--- src/rtl/jb_period_meter.sv ---
// Period meter: counts clk cycles between successive event pulses, streams each
// period over valid/ready and keeps min/max/count statistics with sticky flags.
module jb_period_meter #(
  parameter int unsigned COUNT_WIDTH = 39,
  parameter int unsigned SCNT_WIDTH  = 32
) (
  input  logic                   clk,
  input  logic                   resetn,
  input  logic                   enable,
  input  logic                   event_in,
  input  logic [COUNT_WIDTH-1:0] timeout_value,
  input  logic                   clear_stats,
  output logic [COUNT_WIDTH-1:0] period_data,
  output logic                   period_valid,
  input  logic                   period_ready,
  output logic [COUNT_WIDTH-1:0] min_period,
  output logic [COUNT_WIDTH-1:0] max_period,
  output logic [SCNT_WIDTH-1:0]  sample_cnt,
  output logic                   timeout_flag,
  output logic                   overrun_flag
);

  typedef enum logic [1:0] {IDLE, ARMED, MEAS} state_t;

  localparam logic [COUNT_WIDTH-1:0] CNT_ONE  = {{(COUNT_WIDTH-1){1'b0}}, 1'b1};
  localparam logic [SCNT_WIDTH-1:0]  SCNT_ONE = {{(SCNT_WIDTH-1){1'b0}}, 1'b1};

  state_t                 state, state_n;
  logic [COUNT_WIDTH-1:0] cnt, cnt_n;
  logic                   capture, timeout_hit, load;
  logic [COUNT_WIDTH-1:0] min_base, max_base;
  logic [SCNT_WIDTH-1:0]  scnt_base;

  always_comb begin
    state_n     = state;
    cnt_n       = cnt;
    capture     = 1'b0;
    timeout_hit = 1'b0;
    if (!enable) begin
      state_n = IDLE;
      cnt_n   = '0;
    end else begin
      case (state)
        IDLE:  state_n = ARMED;
        ARMED: if (event_in) begin
          state_n = MEAS;
          cnt_n   = CNT_ONE;
        end
        MEAS: begin
          // An event on the timeout cycle takes priority and is captured.
          if (event_in) begin
            capture = 1'b1;
            cnt_n   = CNT_ONE;
          end else if (timeout_value != '0 && cnt == timeout_value) begin
            timeout_hit = 1'b1;
            cnt_n       = '0;
            state_n     = ARMED;
          end else if (cnt != '1) begin
            cnt_n = cnt + CNT_ONE;
          end
        end
        default: state_n = IDLE;
      endcase
    end
  end

  // Clear is applied before any same-cycle capture.
  always_comb begin
    min_base  = clear_stats ? '1 : min_period;
    max_base  = clear_stats ? '0 : max_period;
    scnt_base = clear_stats ? '0 : sample_cnt;
    load      = capture && (!period_valid || period_ready);
  end

  always_ff @(posedge clk) begin
    if (!resetn) begin
      state        <= IDLE;
      cnt          <= '0;
      period_data  <= '0;
      period_valid <= 1'b0;
      min_period   <= '1;
      max_period   <= '0;
      sample_cnt   <= '0;
      timeout_flag <= 1'b0;
      overrun_flag <= 1'b0;
    end else begin
      state <= state_n;
      cnt   <= cnt_n;
      if (load) begin
        period_data  <= cnt;
        period_valid <= 1'b1;
      end else if (period_valid && period_ready) begin
        period_valid <= 1'b0;
      end
      min_period   <= (capture && cnt < min_base) ? cnt : min_base;
      max_period   <= (capture && cnt > max_base) ? cnt : max_base;
      sample_cnt   <= (capture && scnt_base != '1) ? scnt_base + SCNT_ONE : scnt_base;
      timeout_flag <= timeout_hit | (timeout_flag & ~clear_stats);
      overrun_flag <= (capture & ~load) | (overrun_flag & ~clear_stats);
    end
  end

endmodule

--- config.mk ---
export PLATFORM = sky130hd
export DESIGN_NAME = jb_period_meter
export DESIGN_NICKNAME = d
export VERILOG_FILES = /design/src/rtl/jb_period_meter.sv
export SDC_FILE = /design/constraint.sdc
export NUM_CORES = 1
export LEC_CHECK = 0
export CORE_MARGIN = 2
export CORE_UTILIZATION = 48
export CTS_CLUSTER_DIAMETER = 60
export CTS_CLUSTER_SIZE = 30
export DETAILED_ROUTE_END_ITERATION = 10
export DONT_BUFFER_PORTS = 1
export HOLD_SLACK_MARGIN = 0.06
export PLACE_DENSITY_LB_ADDON = 0.05
export SLEW_MARGIN = 20
export SYNTH_ARGS = -nofsm -noshare
export SYNTH_HDL_FRONTEND = slang
export SYNTH_SLANG_ARGS = --single-unit
--- constraint.sdc ---
create_clock -name clk -period 4.5 [get_ports clk]
set_clock_uncertainty 0.05 [all_clocks]
set_input_delay 0.9 -clock clk [delete_from_list [all_inputs] [get_ports clk]]
set_output_delay 0.9 -clock clk [all_outputs]
set_load 0.01 [all_outputs]
==> results.toml <==
[timing]
drv_slew = 0
fin_crit_ns = 3.39
max_freq_mhz = 295
slew-limit-headroom_pct = 41.9
rsz0062_at_grt = "false"
finalHoldViolCount = 0
timing_worst_slew_pin_value_ns = 0.868
fin_tns_setup_ns = 0
finish_stage_setup_viols = 0
finalCritPeriodShare_pct = 75.4

[pwr]
power.switching_fraction_pct = 24.2
pwr-share-seq_pct = 52.6
clock_power_share_pct = 44.9
leakagePower_nw = 4.65
cellPowerDensity_mw_per_mm2 = 273
switch_pwr_w = 0.000790
power.share.combinational_pct = 2.5
p_int_w = 0.00247
max-vdd-ir-drop_mv = 0.206

[clock_network]
cts-htree-levels = 4
ctsResizeCount = 0
path_clk_slew_ns = 0.08
cts_hold_buf = 0
cts_tree = "done"
cts_root_buffer = "sky130_fd_sc_hd__clkbuf_16"
number_of_buffers_on_the_longest_clock_path = 2
clock_sinks = 193
clk-insertion-delay-late_ns = 0.44
cts_inserted_buffers = 17
postCtsSetupRepairBufs = 0

[route]
post_drt_wl_per_cell_um = 20.1
finalWirelength_mm = 32.7
post-route-drc-count = 0
drt_pass1_iterations = 5
via_per_inst = 5.87
final_antenna_net_count = 0
vias = 9559
dr.first_iter.drc_count = 827

[placed_design]
postPlaceCellArea_mm2 = 0.0113
gp_routability_congestion = 0.899
buffers_on_ports = 0
post-dp-hpwl_mm = 23.0

[setup_path]
crit_type = "reg -> reg"
worst-r2r-setup-slack_ns = 1.11
setup.worst_path.end_class = "register"
r2r_end = "cnt[1]$_SDFFE_PN0P_"
worst-endpoint-arrival_ns = 3.67
crit_required_ns = 4.78
cp-start-kind = "register"
critical_path.reg2reg.startpoint = "cnt[28]$_SDFFE_PN0P_"
timing.reg2reg.worst_path_depth = 8
path_max_fanout = 38

[yosys]
synth-seq-cells = 193
synth.most_common_cell = "sky130_fd_sc_hd__dfxtp_1"
synth_area_leader_cell = "sky130_fd_sc_hd__dfxtp_1"
synth_nets = 1487
yosys_warnings = 0
seq_area_frac_synth_pct = 34.4
synth_cell_type_count = 60
syn-instance-count = 1360
post_synth_instance_area_mm2 = 0.0112
synth_enable_flop_cells = 0
synth.avg_cell_area_um2 = 8.25
dominantRegCellSynth = "sky130_fd_sc_hd__dfxtp_1"
synthTopCellsByArea = "sky130_fd_sc_hd__dfxtp_1, sky130_fd_sc_hd__ha_1, sky130_fd_sc_hd__nand2_1"
netlist_top_cells_count = "sky130_fd_sc_hd__dfxtp_1, sky130_fd_sc_hd__nand2_1, sky130_fd_sc_hd__nor2_1, sky130_fd_sc_hd__a21oi_1, sky130_fd_sc_hd__ha_1"
synth_top_area_share_pct = 34.4
synth-async-reset-ratio_pct = 0

[cells_and_area]
num-nets-final = 1431
multi_input_area_mm2 = 0.00681
antennaDiodeCount = 0
share_of_cells_above_drive_strength_1_pct = 4.33
area_growth_syn_to_layout_pct = 6.13
finish.instance_area_mm2 = 0.0119
nFillCells = 2240
ff_latch_area_mm2 = 0.00386

[floorplanning]
start_util_pct = 49.3
placement_rows = 55
full_die_area_mm2 = 0.0246
die_w_um = 157
core_mm2 = 0.0228
fp.dieH_um = 157
design.portCount = 197

[grt]
via_count_of_the_first_global_routing_pass = 9077
grt_antenna_before_repair = 0
grt_start_max_net_pins = 176
grtUsageTotal_pct = 26.9
grt_first_pass_wirelength_mm = 52.0
grt_overflow = 0

[hold_path]
timing.hold.worst.class = "reg -> reg"
hold-path-endpoint = "period_data[4]$_SDFFE_PN0P_"
hold-path-cell-count = 2
hold_path.startpoint = "period_data[4]$_SDFFE_PN0P_"

[run]
number_of_max_cap_violations = 0

[run_status]
run_status = "complete, no violations"
[critical path, stage by stage (launching register included)]
cell and delay (ns):
sky130_fd_sc_hd__dfxtp_1 0.68, sky130_fd_sc_hd__nand4_1 0.38, sky130_fd_sc_hd__or3_4 0.49, sky130_fd_sc_hd__nor4_4 0.24
sky130_fd_sc_hd__nand4_4 0.25, sky130_fd_sc_hd__o31ai_4 0.48, sky130_fd_sc_hd__buf_4 0.43, sky130_fd_sc_hd__mux2i_1 0.22
sky130_fd_sc_hd__nor2_1 0.05
[layout make-up]
class,instances,share of cell area [%]
Multi-Input combinational cell,1031,57.2
Clock inverter,14,1.09
Tap cell,313,3.29
Sequential cell,193,32.4
Timing Repair Buffer,13,0.924
Clock buffer,17,3.57
Inverter,48,1.51
[stage by stage]
| stage | utilization, % | worst slack (ns) | std cells | hold slack, ns | power, W |
|---|---|---|---|---|---|
| final | 52.3 | 1.11 | 1629 | 0.456 | 0.00326 |
| after floorplan | - | 0.478 | 1360 | 0.438 | 0.00185 |
| after detailed placement | 49.8 | 0.902 | 1598 | 0.451 | 0.00183 |
| after CTS | 52.3 | 1.13 | 1629 | 0.463 | 0.00329 |
| after global routing | 52.3 | 0.975 | 1629 | 0.480 | 0.00337 |
| after global placement | 49.8 | 0.925 | 1598 | 0.444 | 0.00183 |
[state kept, by name (all words and copies together), names as in the netlist]
register	flops
cnt	39
max_period	39
min_period	39
overrun_flag	1
period_data	39
period_valid	1
sample_cnt	32
state	2
timeout_flag	1
[layer usage]
| layer | routed length [um] | part of all wire, % | track usage, % | vias up |
|---|---|---|---|---|
| met4 | 542 | 1.7 | 7.38 | 0 |
| met2 | 15300 | 47 | 44.2 | 258 |
| li1 | - | - | - | 4748 |
| met5 | 0 | 0 | 0 | - |
| met1 | 14900 | 45 | 35.9 | 4519 |
| met3 | 1970 | 6.0 | 5.62 | 34 |
[how the worst max path moves through the flow]
stage,start,end,slack [ns],cells after the start
final,cnt[28]$_SDFFE_PN0P_,cnt[1]$_SDFFE_PN0P_,1.11,8
after global routing,cnt[28]$_SDFFE_PN0P_,cnt[12]$_SDFFE_PN0P_,0.97,8
after CTS,cnt[28]$_SDFFE_PN0P_,cnt[26]$_SDFFE_PN0P_,1.13,7
after detailed placement,clear_stats,min_period[14]$_SDFF_PN1_,0.90,9
after global placement,clear_stats,min_period[31]$_SDFF_PN1_,0.93,9
after floorplan,clear_stats,min_period[18]$_SDFF_PN1_,0.48,13
[cell families (layout without fill, tap and decap cells)]
logic type,Yosys count,count (layout),synth area share [%]
AND/OR/NAND/NOR,571,571,26.2
adder cells (fa/ha/maj),82,82,9.14
multiplexers,41,41,3.66
XOR/XNOR,65,65,5.07
flip-flops,193,193,34.4
AO/OA/AOI/OAI,272,272,16.4
buffers and inverters,136,92,5.13
[power by group through the flow]
stage / registers, W / logic, W / clock network, W
after floorplan: 0.00175 / 0.0000969 / 0
after global placement: 0.00175 / 0.0000802 / 0
after detailed placement: 0.00175 / 0.0000806 / 0
after CTS: 0.00171 / 0.0000810 / 0.00150
after global routing: 0.00171 / 0.0000899 / 0.00157
final: 0.00171 / 0.0000821 / 0.00146
[cell usage in the layout (no fill, tap or decap), types with 43 or more instances in the layout]
cell type / count
sky130_fd_sc_hd__nand4_1: 43
sky130_fd_sc_hd__ha_1: 82
sky130_fd_sc_hd__nand2b_1: 49
sky130_fd_sc_hd__a21oi_1: 92
sky130_fd_sc_hd__nand3_1: 44
sky130_fd_sc_hd__and2_1: 54
sky130_fd_sc_hd__nor2_1: 93
sky130_fd_sc_hd__nand2_1: 172
sky130_fd_sc_hd__dfxtp_1: 193
sky130_fd_sc_hd__inv_1: 48
sky130_fd_sc_hd__xor2_1: 56
Note: power is estimated with default switching activity, not from simulation.
